==> config.mk <==
export PLATFORM = sky130hd
export DESIGN_NAME = csrs_hub_flat
export DESIGN_NICKNAME = d
export VERILOG_FILES = /design/src/rtl/csrs_hub_if.sv /design/src/rtl/csrs_hub.sv /design/src/flat_wrapper.sv
export SDC_FILE = /design/constraint.sdc
export NUM_CORES = 1
export LEC_CHECK = 0
export ABC_AREA = 1
export ABC_CLOCK_PERIOD_IN_PS = 5450
export BUFFER_PORTS_ARGS = -buffer_cell sky130_fd_sc_hd__clkbuf_2
export CAP_MARGIN = 20
export CORE_ASPECT_RATIO = 1.75
export CORE_MARGIN = 5
export CORE_UTILIZATION = 54
export CTS_CLUSTER_SIZE = 30
export DETAILED_ROUTE_END_ITERATION = 6
export PLACE_DENSITY_LB_ADDON = 0.15
export SYNTH_ARGS = -nofsm -noshare
export SYNTH_HDL_FRONTEND = slang
export SYNTH_SLANG_ARGS = --single-unit
export TNS_END_PERCENT = 1
==> constraint.sdc <==
create_clock -name clk_i -period 5.45 [get_ports clk_i]
set_clock_uncertainty 0.05 [all_clocks]
set_input_delay 1.09 -clock clk_i [delete_from_list [all_inputs] [get_ports clk_i]]
set_output_delay 1.09 -clock clk_i [all_outputs]
set_load 0.05 [all_outputs]
==> src/rtl/csrs_hub_if.sv <==
// Interfaces for csrs_hub: core-side request/response channel and broadcast CSR bank bus.
// The master modport is the initiator side of each channel.
interface csrs_req_if #(
  parameter int XLEN = 32
);
  logic            req_valid;
  logic            req_ready;
  logic [1:0]      req_op;
  logic [11:0]     req_addr;
  logic [XLEN-1:0] req_wdata;
  logic [1:0]      req_priv;
  logic            rsp_valid;
  logic [XLEN-1:0] rsp_rdata;
  logic            rsp_illegal;

  modport master (
    output req_valid, req_op, req_addr, req_wdata, req_priv,
    input  req_ready, rsp_valid, rsp_rdata, rsp_illegal
  );

  modport slave (
    input  req_valid, req_op, req_addr, req_wdata, req_priv,
    output req_ready, rsp_valid, rsp_rdata, rsp_illegal
  );
endinterface

interface csrs_bank_if #(
  parameter int XLEN      = 32,
  parameter int NUM_BANKS = 4
);
  logic                      rden;
  logic [11:0]               raddr;
  logic [NUM_BANKS-1:0]      rvalid;
  logic [NUM_BANKS*XLEN-1:0] rdata;
  logic                      wren;
  logic [11:0]               waddr;
  logic [XLEN-1:0]           wdata;

  modport master (
    output rden, raddr, wren, waddr, wdata,
    input  rvalid, rdata
  );

  modport slave (
    input  rden, raddr, wren, waddr, wdata,
    output rvalid, rdata
  );
endinterface

==> src/rtl/csrs_hub.sv <==
// csrs_hub: one-at-a-time atomic CSR read-modify-write hub in front of NUM_BANKS CSR banks.
// Optional build macro CSRS_HUB_COUNTER_EN adds an internal 64-bit cycle counter at 0xC00/0xC80.
module csrs_hub #(
  parameter int XLEN      = 32,
  parameter int NUM_BANKS = 4,
  parameter int TIMEOUT   = 4
) (
  input  logic        clk_i,
  input  logic        rst_i,
  csrs_req_if.slave   req,
  csrs_bank_if.master bank
);

  // state   | meaning
  // S_IDLE  | ready for a request, privilege/read-only check on accept
  // S_READ  | RDEN cycle, bank hits sampled
  // S_WAIT  | waiting for a bank hit, timer running
  // S_WRITE | WREN cycle with the modified value
  // S_RESP  | one-cycle response pulse
  typedef enum logic [2:0] {S_IDLE, S_READ, S_WAIT, S_WRITE, S_RESP} state_e;

  localparam int TW = (TIMEOUT > 1) ? $clog2(TIMEOUT) : 1;
  localparam int CW = $clog2(NUM_BANKS + 2);

  state_e          state_q;
  logic [1:0]      op_q;
  logic [11:0]     addr_q;
  logic [XLEN-1:0] wdata_q;
  logic [XLEN-1:0] old_q;
  logic [TW-1:0]   tmr_q;

  logic            rden_q;
  logic [11:0]     raddr_q;
  logic            wren_q;
  logic [11:0]     waddr_q;
  logic [XLEN-1:0] bwdata_q;
  logic            rsp_valid_q;
  logic [XLEN-1:0] rsp_rdata_q;
  logic            rsp_illegal_q;

  logic            priv_fault;
  logic            ro_fault;
  logic [CW-1:0]   hit_cnt;
  logic [XLEN-1:0] hit_data;
  logic [XLEN-1:0] bwdata_d;

  assign priv_fault = req.req_priv < req.req_addr[9:8];
  assign ro_fault   = (req.req_addr[11:10] == 2'b11) &&
                      ((req.req_op == 2'b01) || (req.req_op[1] && (req.req_wdata != '0)));

`ifdef CSRS_HUB_COUNTER_EN
  logic [63:0]     cyc_q;
  logic            cnt_hit;
  logic [XLEN-1:0] cnt_data;

  always_ff @(posedge clk_i) begin
    if (rst_i) cyc_q <= '0;
    else       cyc_q <= cyc_q + 64'd1;
  end

  // The counter only answers in the RDEN cycle, like a zero-latency bank.
  always_comb begin
    cnt_hit  = 1'b0;
    cnt_data = '0;
    if (state_q == S_READ) begin
      if (addr_q == 12'hC00) begin
        cnt_hit  = 1'b1;
        cnt_data = cyc_q[XLEN-1:0];
      end else if ((XLEN == 32) && (addr_q == 12'hC80)) begin
        cnt_hit  = 1'b1;
        cnt_data = XLEN'(cyc_q[63:32]);
      end
    end
  end
`endif

  always_comb begin
    hit_cnt  = '0;
    hit_data = '0;
    for (int i = 0; i < NUM_BANKS; i++) begin
      if (bank.rvalid[i]) begin
        hit_cnt  = hit_cnt + CW'(1);
        hit_data = hit_data | bank.rdata[i*XLEN +: XLEN];
      end
    end
`ifdef CSRS_HUB_COUNTER_EN
    if (cnt_hit) begin
      hit_cnt  = hit_cnt + CW'(1);
      hit_data = hit_data | cnt_data;
    end
`endif
  end

  always_comb begin
    case (op_q)
      2'b01:   bwdata_d = wdata_q;
      2'b10:   bwdata_d = hit_data | wdata_q;
      default: bwdata_d = hit_data & ~wdata_q;
    endcase
  end

  always_ff @(posedge clk_i) begin
    if (rst_i) begin
      state_q       <= S_IDLE;
      op_q          <= '0;
      addr_q        <= '0;
      wdata_q       <= '0;
      old_q         <= '0;
      tmr_q         <= '0;
      rden_q        <= 1'b0;
      raddr_q       <= '0;
      wren_q        <= 1'b0;
      waddr_q       <= '0;
      bwdata_q      <= '0;
      rsp_valid_q   <= 1'b0;
      rsp_rdata_q   <= '0;
      rsp_illegal_q <= 1'b0;
    end else begin
      // Strobes and their buses default low so buses read 0 whenever idle.
      rden_q        <= 1'b0;
      raddr_q       <= '0;
      wren_q        <= 1'b0;
      waddr_q       <= '0;
      bwdata_q      <= '0;
      rsp_valid_q   <= 1'b0;
      rsp_rdata_q   <= '0;
      rsp_illegal_q <= 1'b0;
      case (state_q)
        S_IDLE: begin
          if (req.req_valid) begin
            op_q    <= req.req_op;
            addr_q  <= req.req_addr;
            wdata_q <= req.req_wdata;
            if (priv_fault || ro_fault) begin
              state_q       <= S_RESP;
              rsp_valid_q   <= 1'b1;
              rsp_illegal_q <= 1'b1;
            end else begin
              state_q <= S_READ;
              rden_q  <= 1'b1;
              raddr_q <= req.req_addr;
              tmr_q   <= TW'(TIMEOUT - 1);
            end
          end
        end
        S_READ, S_WAIT: begin
          if (hit_cnt > CW'(1)) begin
            state_q       <= S_RESP;
            rsp_valid_q   <= 1'b1;
            rsp_illegal_q <= 1'b1;
          end else if (hit_cnt == CW'(1)) begin
            old_q <= hit_data;
            if (op_q == 2'b00) begin
              state_q     <= S_RESP;
              rsp_valid_q <= 1'b1;
              rsp_rdata_q <= hit_data;
            end else begin
              state_q  <= S_WRITE;
              wren_q   <= 1'b1;
              waddr_q  <= addr_q;
              bwdata_q <= bwdata_d;
            end
          end else if (tmr_q == '0) begin
            state_q       <= S_RESP;
            rsp_valid_q   <= 1'b1;
            rsp_illegal_q <= 1'b1;
          end else begin
            state_q <= S_WAIT;
            tmr_q   <= tmr_q - TW'(1);
          end
        end
        S_WRITE: begin
          state_q     <= S_RESP;
          rsp_valid_q <= 1'b1;
          rsp_rdata_q <= old_q;
        end
        S_RESP:  state_q <= S_IDLE;
        default: state_q <= S_IDLE;
      endcase
    end
  end

  // Ready is masked by reset so it reads 0 while reset is held.
  assign req.req_ready   = (state_q == S_IDLE) && !rst_i;
  assign req.rsp_valid   = rsp_valid_q;
  assign req.rsp_rdata   = rsp_rdata_q;
  assign req.rsp_illegal = rsp_illegal_q;
  assign bank.rden       = rden_q;
  assign bank.raddr      = raddr_q;
  assign bank.wren       = wren_q;
  assign bank.waddr      = waddr_q;
  assign bank.wdata      = bwdata_q;

endmodule

==> src/flat_wrapper.sv <==
// flat-port wrapper written by rule: the top's interface ports become plain ports
module csrs_hub_flat 
#(
  parameter int XLEN      = 32,
  parameter int NUM_BANKS = 4,
  parameter int TIMEOUT   = 4
)
  (clk_i, rst_i, req_req_valid, req_req_op, req_req_addr, req_req_wdata, req_req_priv, req_req_ready, req_rsp_valid, req_rsp_rdata, req_rsp_illegal, bank_rden, bank_raddr, bank_wren, bank_waddr, bank_wdata, bank_rvalid, bank_rdata);
  csrs_req_if #(.XLEN(XLEN)) req_i ();
  csrs_bank_if #(.XLEN(XLEN), .NUM_BANKS(NUM_BANKS)) bank_i ();
  input  logic clk_i;
  input  logic rst_i;
  input wire logic [$bits(req_i.req_valid)-1:0] req_req_valid;
  input wire logic [$bits(req_i.req_op)-1:0] req_req_op;
  input wire logic [$bits(req_i.req_addr)-1:0] req_req_addr;
  input wire logic [$bits(req_i.req_wdata)-1:0] req_req_wdata;
  input wire logic [$bits(req_i.req_priv)-1:0] req_req_priv;
  output wire logic [$bits(req_i.req_ready)-1:0] req_req_ready;
  output wire logic [$bits(req_i.rsp_valid)-1:0] req_rsp_valid;
  output wire logic [$bits(req_i.rsp_rdata)-1:0] req_rsp_rdata;
  output wire logic [$bits(req_i.rsp_illegal)-1:0] req_rsp_illegal;
  output wire logic [$bits(bank_i.rden)-1:0] bank_rden;
  output wire logic [$bits(bank_i.raddr)-1:0] bank_raddr;
  output wire logic [$bits(bank_i.wren)-1:0] bank_wren;
  output wire logic [$bits(bank_i.waddr)-1:0] bank_waddr;
  output wire logic [$bits(bank_i.wdata)-1:0] bank_wdata;
  input wire logic [$bits(bank_i.rvalid)-1:0] bank_rvalid;
  input wire logic [$bits(bank_i.rdata)-1:0] bank_rdata;
  assign req_i.req_valid = req_req_valid;
  assign req_i.req_op = req_req_op;
  assign req_i.req_addr = req_req_addr;
  assign req_i.req_wdata = req_req_wdata;
  assign req_i.req_priv = req_req_priv;
  assign req_req_ready = req_i.req_ready;
  assign req_rsp_valid = req_i.rsp_valid;
  assign req_rsp_rdata = req_i.rsp_rdata;
  assign req_rsp_illegal = req_i.rsp_illegal;
  assign bank_rden = bank_i.rden;
  assign bank_raddr = bank_i.raddr;
  assign bank_wren = bank_i.wren;
  assign bank_waddr = bank_i.waddr;
  assign bank_wdata = bank_i.wdata;
  assign bank_i.rvalid = bank_rvalid;
  assign bank_i.rdata = bank_rdata;
  csrs_hub #(.XLEN(XLEN), .NUM_BANKS(NUM_BANKS), .TIMEOUT(TIMEOUT)) u_core (.clk_i(clk_i), .rst_i(rst_i), .req(req_i), .bank(bank_i));
endmodule
After elaboration in Yosys (flattened, before gate mapping):

Index checks and enable logic that the tools add are counted.

* register bits after elaboration: 175
* input bits: 183
* output and inout bits: 93
* logic and storage cells: 101

* $add $sub $neg: 4
* order comparisons: 2
* equal/unequal tests: 13
* multiplexer cells: 38
* bitwise logic cells: 11
* reductions and logical operators: 19

Operators with widths (number)
* 32-bit two-way mux: 7
* 32-bit OR: 4
* 32-bit case mux with 2 select lines: 2
* 32-bit bitwise AND: 1
* 32-bit inverter: 1
* 32-bit nonzero test: 1
* 3-bit two-way mux: 9
* 1-bit two-way mux: 11
* 2-bit two-way mux: 5
* 2-bit != test (second input constant): 5
* 3-bit by 1-bit adder with 3-bit output (second input constant): 3
* 3-bit case mux with 3 select lines: 1
* 4-bit OR reduction: 2
* 3-bit by 1-bit equality test with 1-bit output (second input constant): 2
* 3-bit by 2-bit equality test with 1-bit output (second input constant): 2
* 6-bit AND reduction: 1
* 1-bit inverter: 5
* 5-bit OR reduction: 1
* 2-bit by 1-bit equality test with 1-bit output (second input constant): 2
* 2-bit equality test (second input constant): 2
* 2-bit zero test: 2
* 2-bit case mux with 2 select lines: 1
* 3-bit by 1-bit > comparator with 1-bit output (second input constant): 1
* 1-bit logical AND: 3
* other kinds (12): 13

Depth between registers and ports, before layout:

Gate-level depths: netlist of the first run.

* depth in word-level cells: 11
* mapped depth: 21
* mapped depth without buffers: 19

Worst setup path after synthesis of the first run:

No wires, ideal clock.

* kind: input port to flip-flop
* start: input port bank_rvalid[0]
* end: register u_core.bwdata_q[10], in the netlist u_core.bank.wdata[10]
* setup time: 0.073 ns
* arrival time: 3.409 ns
* data required time: 5.327 ns
* slack: 1.919 ns
* stages: 16
* buffers on the path: 3
* cell sequence: clkbuf_1 -> clkbuf_1 -> inv_1 -> ha_1 -> inv_1 -> nand2_1 -> nand2_1 -> inv_2 -> ha_1 -> or2_0 -> nand2_1 -> nand4_4 -> nor3_4 -> inv_2 -> buf_6 -> nor3b_2

* cells in the longest elaborated chain, start to end: 10
* elaborated cells on any way between the ends: 21
* those cells by class: add/sub (3); order compare (1); eq/ne (1); mux (9); bitwise (6); reduce/logical (1)

Ends and longest elaborated chain
* from (decl): line flat_wrapper.sv:27 `input wire logic [$bits(bank_i.rvalid)-1:0] bank_rvalid;`
* parallel branches: the longest is 10 deep, another holds 3-bit by 1-bit adder with 3-bit output
* to (signal assigned): line csrs_hub.sv:161 `bwdata_q <= bwdata_d;`
* to (decl): line csrs_hub.sv:36 `logic [XLEN-1:0] bwdata_q;`

Parallel ways; which one is timed is not known.
A chain may end at the register's enable or synchronous reset.

Final worst setup path of the first run:

* start: input port bank_rvalid[0]
* end: register u_core.rsp_rdata_q[28], in the netlist u_core.req.rsp_rdata[28]

* cells in the longest elaborated chain, start to end: 11
* elaborated cells on any way between the ends: 20
* those cells by class: add/sub (3); order compare (1); eq/ne (1); mux (12); bitwise (3)

Ends and longest elaborated chain
* parallel branches: the longest is 9 deep, another holds 3-bit by 1-bit adder with 3-bit output
* 32-bit two-way mux *: line csrs_hub.sv:147 `if (hit_cnt > CW'(1)) begin`
* 32-bit case mux with 2 select lines *: line csrs_hub.sv:128 `case (state_q)`
* to (signal assigned): line csrs_hub.sv:156 `rsp_rdata_q <= hit_data;`
* to (signal assigned): line csrs_hub.sv:175 `rsp_rdata_q <= old_q;`
* to (decl): line csrs_hub.sv:38 `logic [XLEN-1:0] rsp_rdata_q;`

Every way passes the cells marked *.

==> metrics, run 1 <==
status finished, violations left; violated checks design-rule violations; register-to-register setup slack ~2.2 ns; Total Wirelength 23920 µm; initial core utilization a little under three fifths; WP data arrival about 4.3 ns; wire per inst between 15 and 20 µm; I/O pin count about 280; register cell area after layout roughly 0.0035 mm²; Clk Latency, worst-skew pair between 0.4 and 0.5 ns; TritonCTS clock tree done; Syn Nets about 1200; Yosys reg bits 175; Worst setup SP type input port; PwrDens around 330 mW/mm²; Die Height about 170 µm; Yosys top cell by area dfxtp_1; clk slew on worst S/H paths 0.07 ns; Synth area leaders dfxtp_1 46%, nand2_1 14%, a21oi_1 7.2%; r2r worst-path depth 8; Vias 7791; diode count 0; Fill cells around 1300; Clock Tree Buf Depth 2; max frequency 250.2 MHz; area grow syn2layout 25.39%; initial antenna violation count 0; leakage about 4.7 nW; hpwl dp ~17000 µm; worst rel slew slack approximately 28%; footprint of the multi-input gates between 0.003 and 0.004 mm²; Initial DRC Count 412; Synth Area per Inst between 7 and 8 µm²; Worst Path Required around 5.8 ns; nets@finish 1452; RSZ-0062 raised after global routing no; setup bufs post-CTS 0; All-Layer GR Usage between 20% and 30%; grt ovf 0; measured slew at the worst slew-check pin between 1 and 1.5 ns; number of nets still failing antenna checks after routing 0; setup TNS 0 ns; fin crit period 3.996 ns; Netlist Area Pre-Place 0.007682 mm²; CP endpoint kind register; number of global-route vias before repair about 7700; worst hold path class reg -> reg; CTS Root Cell clkbuf_16; H-tree depth 4; first-pass GRT wire length ~38000 µm; Max-cap violations 0; Synth cell types 37; Max IR drop VDD about 0.00024 V; Die ar. between 0.015 and 0.02 mm²; post-synthesis sequential area ratio 45.60%; Post-Syn Instances between 1000 and 1500; CTS Hold Bufs 0; routability cong. around 0.9; CTS sink cnt around 180; share of cells above drive strength 1 28.54%; max-slew violation count 0; # rows 57; Die X 100.2 µm; input/output buffers between 200 and 300; YS warnings 0; top-area cell type share of the netlist area a little under half; Core Box Area 0.01391 mm²; final setup fails 0; Pre-antenna DRT Iters 7; hold depth 2; Avg Vias per Cell 5.377; critical path type in -> reg; Hold Slack about 0.37 ns; Crit Path Max Fanout 48; post-CTS sizing 0; TritonCTS Buffers 17; drt drc 2; final period utilization between 70% and 80%; Hold Vio Cnt, Final 0; largest net degree at the start of global routing between 50 and 60
-- flip-flops by register name (all words and copies together) (netlist names), 2 cells and up --
signal	cells
u_core.state_q	3
u_core.bank.raddr	12
u_core.req.rsp_rdata	32
u_core.old_q	32
u_core.op_q	2
u_core.tmr_q	2
u_core.bank.waddr	12
u_core.wdata_q	32
u_core.bank.wdata	32
u_core.addr_q	12
-- through the flow --
| step | utilization [%] | worst slack [ns] | instance area [µm²] | power [mW] | std cells |
|---|---|---|---|---|---|
| final | 69.27 | 1.454 | 9633 | 3.149 | 1449 |
| after CTS | 69.27 | 1.473 | 9633 | 3.158 | 1449 |
| after global routing | 69.27 | 1.116 | 9633 | 3.285 | 1449 |
| after detailed placement | 65.08 | 1.062 | 9051 | 1.962 | 1419 |
| after global placement | 65.08 | 1.145 | 9051 | 1.950 | 1419 |
| after floorplan | - | 1.919 | 7682 | 1.780 | 1029 |
-- worst max-delay path: stages --
cell	delay [ns]
clkbuf_2	0.28
inv_1	0.10
ha_1	0.31
nand2_1	0.08
nand2_1	0.13
inv_2	0.05
ha_1	0.27
or2_0	0.21
nand2_1	0.14
nand4_4	0.29
buf_4	0.32
inv_2	0.22
buf_4	0.47
nand3_1	0.12
a21oi_1	0.17
-- routing by layer --
metal,part of all wire (%),vias to the layer above,GRT usage (%)
met5,0,-,0
met4,3.0,0,10.73
met3,8.3,56,6.915
met2,53,333,51.10
met1,36,3584,30.76
li1,-,3818,-
-- final cells by class --
type,instances,share of cell area (%)
flip-flops and latches,175,36.37
multi-input cells,661,35.47
repair buffers,286,15.14
inverters,120,4.676
clock buffers,17,4.416
well taps,177,2.299
clock inverters,13,1.624
-- layout by cell type, fill, tap and decap left out, types with 17 or more instances in the layout --
| cell | instances |
|---|---|
| nand4_1 | 33 |
| inv_1 | 111 |
| nand3_1 | 38 |
| dfxtp_1 | 175 |
| o21ai_0 | 46 |
| nor2_1 | 55 |
| a21oi_1 | 111 |
| a221oi_1 | 31 |
| nand2_1 | 279 |
| clkbuf_16 | 17 |
| clkbuf_2 | 275 |
| nor3b_2 | 26 |
-- cell usage after synthesis --
cell and number:
or2_2 1, buf_2 10, buf_1 2, nand3_1 38
nor3_4 1, o21bai_1 1, nor2_2 3, a211oi_2 1
nor3_2 1, a31oi_1 3, clkbuf_1 54, inv_2 7
dfxtp_1 175, nor2_1 56, inv_1 112, nand2_1 279
o211ai_1 5, o21a_1 1, ha_1 8, nor3b_1 4
buf_6 4, nor3_1 2, a221oi_1 31, nor2_4 1
nand4_1 33, nor3b_2 26, o22ai_1 2, a21oi_1 111
nand4_4 1, or2_0 1, a22o_1 1, o21ai_0 47
buf_4 3, nand3b_1 1, clkinv_1 1, o21ai_1 1
nand2_4 1
-- power breakdown --
part,switching [mW],internal (mW),total [mW]
Sequential,0.0438,1.35,1.39
Clock,0.527,0.682,1.21
Combinational,0.362,0.188,0.550
Total,0.933,2.22,3.15
-- worst paths after layout --
path,from,to
setup / recovery,bank_rvalid[0],u_core.req.rsp_rdata[28]
hold / removal,u_core.addr_q[0],u_core.bank.waddr[0]
setup reg to reg,u_core.state_q[2],u_core.bank.wdata[30]
hold reg to reg,u_core.addr_q[0],u_core.bank.waddr[0]
-- kinds of logic (layout without fill, tap and decap cells) --
| group | count (synthesis) | count (layout) | share of synthesized area [%] |
|---|---|---|---|
| AOI/OAI and AO/OA | 204 | 204 | 15.26 |
| adders and majority gates | 8 | 8 | 1.303 |
| buffers and inverters | 193 | 436 | 10.13 |
| DFF | 175 | 175 | 45.60 |
| and+or+nand+nor | 449 | 449 | 27.70 |
No activity file was read; power rests on OpenSTA's default activity.
==> inputs of run 2 (changes only) <==
--- a/config.mk
+++ b/config.mk
@@ -6,12 +6,12 @@
 export NUM_CORES = 1
 export LEC_CHECK = 0
 export ABC_AREA = 1
-export ABC_CLOCK_PERIOD_IN_PS = 5450
+export ABC_CLOCK_PERIOD_IN_PS = 3600
 export BUFFER_PORTS_ARGS = -buffer_cell sky130_fd_sc_hd__clkbuf_2
 export CAP_MARGIN = 20
 export CORE_ASPECT_RATIO = 1.75
 export CORE_MARGIN = 5
-export CORE_UTILIZATION = 54
+export CORE_UTILIZATION = 45
 export CTS_CLUSTER_SIZE = 30
 export DETAILED_ROUTE_END_ITERATION = 6
 export PLACE_DENSITY_LB_ADDON = 0.15
==> constraint.sdc (replaced) <==
create_clock -name clk_i -period 3.6 [get_ports clk_i]
set_clock_uncertainty 0.05 [all_clocks]
set_input_delay 0.72 -clock clk_i [delete_from_list [all_inputs] [get_ports clk_i]]
set_output_delay 0.72 -clock clk_i [all_outputs]
set_load 0.05 [all_outputs]
==> run 2 against run 1 <==
  * The run now ends clean
  * Sequential share of layout area down 0.56 points
  * Register-to-register slack worse by 1.1 ns
  * First-iteration DRC count down 8.3%
  * Die area is 18% higher
  * Utilization decreased by 11 points
  * Clock power increased by 59%
  * Count of clock-buffer cells in the layout rose by 2
  * Worst hold slack worse by 0.010 ns
  * Flip-flop and latch count unchanged
  * Highest routed layer is now met5
==> metrics, run 2 (synthesis gave the netlist of run 1 again) <==
final setup fails 0 (unchanged); setup TNS 0 ns (unchanged); Fill cells 1683 (+32%); wire per inst 16.39 µm (-0.69%); leakage 4.782 nW (+1.2%); H-tree depth 4 (unchanged); Crit path largest cell delay 0.30 ns (-0.17 ns); Hold Vio Cnt, Final 0 (unchanged); internal power 3.439 mW (+55%); Flop pwr share 43.2% (-0.9 points); initial antenna violation count 1 (+1); power consumption 4.859 mW (+54%); max frequency ~360 MHz; Clk pwr share 39.5% (+1.1 points); PwrDens 496.6 mW/mm² (+52%); RSZ-0062 raised after global routing no; diode count 0 (unchanged); TritonCTS Buffers 17 (unchanged); CTS Hold Bufs 0 (unchanged); largest net degree at the start of global routing 68 (+33%); Psw 1.420 mW (+52%); share of cells above drive strength 1 28.88% (+0.35 points); TritonCTS clock tree done; critical path type in -> reg; Worst Path Required 3.89 ns (-1.86 ns); nets@finish 1459 (+0.48%); number of nets still failing antenna checks after routing 0 (unchanged); Crit Path Max Fanout 24 (-50%); first-pass GRT wire length 37940 µm (+0.62%); # rows 63 (+11%); Die X 108.8 µm (+8.6%); worst rel slew slack 40.86% (+12 points); clk slew on worst S/H paths 0.07 ns (about the same); status completed; Die Height 182.8 µm (+9.0%); CTS sink cnt 175 (unchanged); grt ovf 0 (unchanged); initial core utilization 45.54% (-9.7 points); Initial DRC Count 378 (-8.3%); All-Layer GR Usage 24.37% (-3.7 points); Die ar. 0.01989 mm² (+18%); Clk Latency, worst-skew pair 0.43 ns (about the same); I/O pin count 276 (unchanged); most frequent cells in the layout 279 x nand2_1, 275 x clkbuf_2, 175 x dfxtp_1; max-slew violation count 0 (unchanged); WP data arrival 3.07 ns (-1.22 ns); post-CTS sizing 0 (unchanged); Max IR drop VDD 0.0003539 V (+50%); most common cell after layout, fill and taps aside nand2_1; routability cong. 0.8476 (-6.0%); Clock Tree Buf Depth 2 (unchanged); Gate power share 17.3% (-0.2 points); area grow syn2layout 27.35%; fin crit period 2.778 ns; Vias 7643 (-1.9%); CTS Root Cell clkbuf_16; hpwl dp 17910 µm (+3.2%); input/output buffers 275 (unchanged); Crit path max-delay family simple AND/OR/NAND/NOR gates; Avg Vias per Cell 5.068 (-5.7%); drt drc 0 (-2); Pre-antenna DRT Iters 5 (-2); number of global-route vias before repair 7276 (-5.5%); Worst setup SP type input port; CP endpoint kind register; worst hold path class reg -> reg; most frequent cell on the critical path nand2_1; Core Box Area 0.01687 mm² (+21%); measured slew at the worst slew-check pin 0.8861 ns (-0.1818 ns); Total Wirelength 24720 µm (+3.4%); switching share of power 29.22% (-0.41 points); slowest cell on the critical path ha_1; worst-path cell chain clkbuf_2 > inv_1 > ha_1 > nand2_1 > nand2_1 > inv_2 > ha_1 > or2_0 > nand2_1 > nand4_4 > nor3_4 > inv_2 > buf_4 > nor3b_1; setup bufs post-CTS 0 (unchanged); Worst Path Buf+Inv 5 (-1); Max-cap violations 0 (unchanged); final period utilization between 70% and 80%
## run 2: path summary, 6_finish.rpt
kind | startpoint | end | slack, ns | depth (start not counted)
min reg2reg | u_core.addr_q[0] | u_core.bank.waddr[0] | 0.36 | 2
max | bank_rvalid[1] | u_core.bank.wdata[31] | 0.82 | 14
max reg2reg | u_core.state_q[0] | u_core.op_q[0] | 1.13 | 8
min | u_core.addr_q[0] | u_core.bank.waddr[0] | 0.36 | 2
## run 2: final cells by class
class / instances / area, µm² / area share (%)
Clock buffer: 19 / 432.9 / 4.425
Clock inverter: 13 / 178.9 / 1.829
Inverter: 120 / 450.4 / 4.604
Multi-Input combinational cell: 661 / 3410 / 34.85
Sequential cell: 175 / 3503 / 35.81
Tap cell: 227 / 284.0 / 2.903
Timing Repair Buffer: 293 / 1524 / 15.58
## run 2: per-layer routing
| layer | wire length, µm | part of all wire [%] | GRT usage [%] |
|---|---|---|---|
| met4 | 426 | 1.7 | 6.673 |
| met2 | 12930 | 52 | 43.35 |
| met1 | 9507 | 38 | 28.25 |
| met5 | 20 | 0.081 | 0 |
| met3 | 1836 | 7.4 | 6.904 |
## run 2: worst register-to-register path: stages (launching register included)
cell and delay, ns:
dfxtp_1 0.34, nor2_4 0.13, inv_2 0.04, nor2_2 0.13
inv_2 0.07, nor2_2 0.54, inv_1 0.62, o21ai_0 0.36
a21oi_1 0.06
## run 2: power by group through the flow
| stage | Sequential [mW] | Clock, mW | Combinational (mW) |
|---|---|---|---|
| after floorplan | 2.17 | 0 | 0.524 |
| after global placement | 2.14 | 0 | 0.828 |
| after detailed placement | 2.14 | 0 | 0.840 |
| after CTS | 2.10 | 1.95 | 0.845 |
| after global routing | 2.11 | 2.04 | 0.943 |
| final | 2.10 | 1.92 | 0.841 |
## run 2: through the flow
stage / instances / util [%] / instance area (µm²) / hold WS [ns] / setup slack [ns]
after detailed placement: 1476 / 54.37 / 9171 / 0.3647 / 0.3928
final: 1508 / 58.00 / 9783 / 0.3648 / 0.8220
after global routing: 1508 / 58.00 / 9783 / 0.3796 / 0.5838
after CTS: 1508 / 58.00 / 9783 / 0.3663 / 0.8254
after global placement: 1476 / 54.37 / 9171 / 0.3578 / 0.4442
after floorplan: 1029 / - / 7682 / 0.3551 / 0.4385
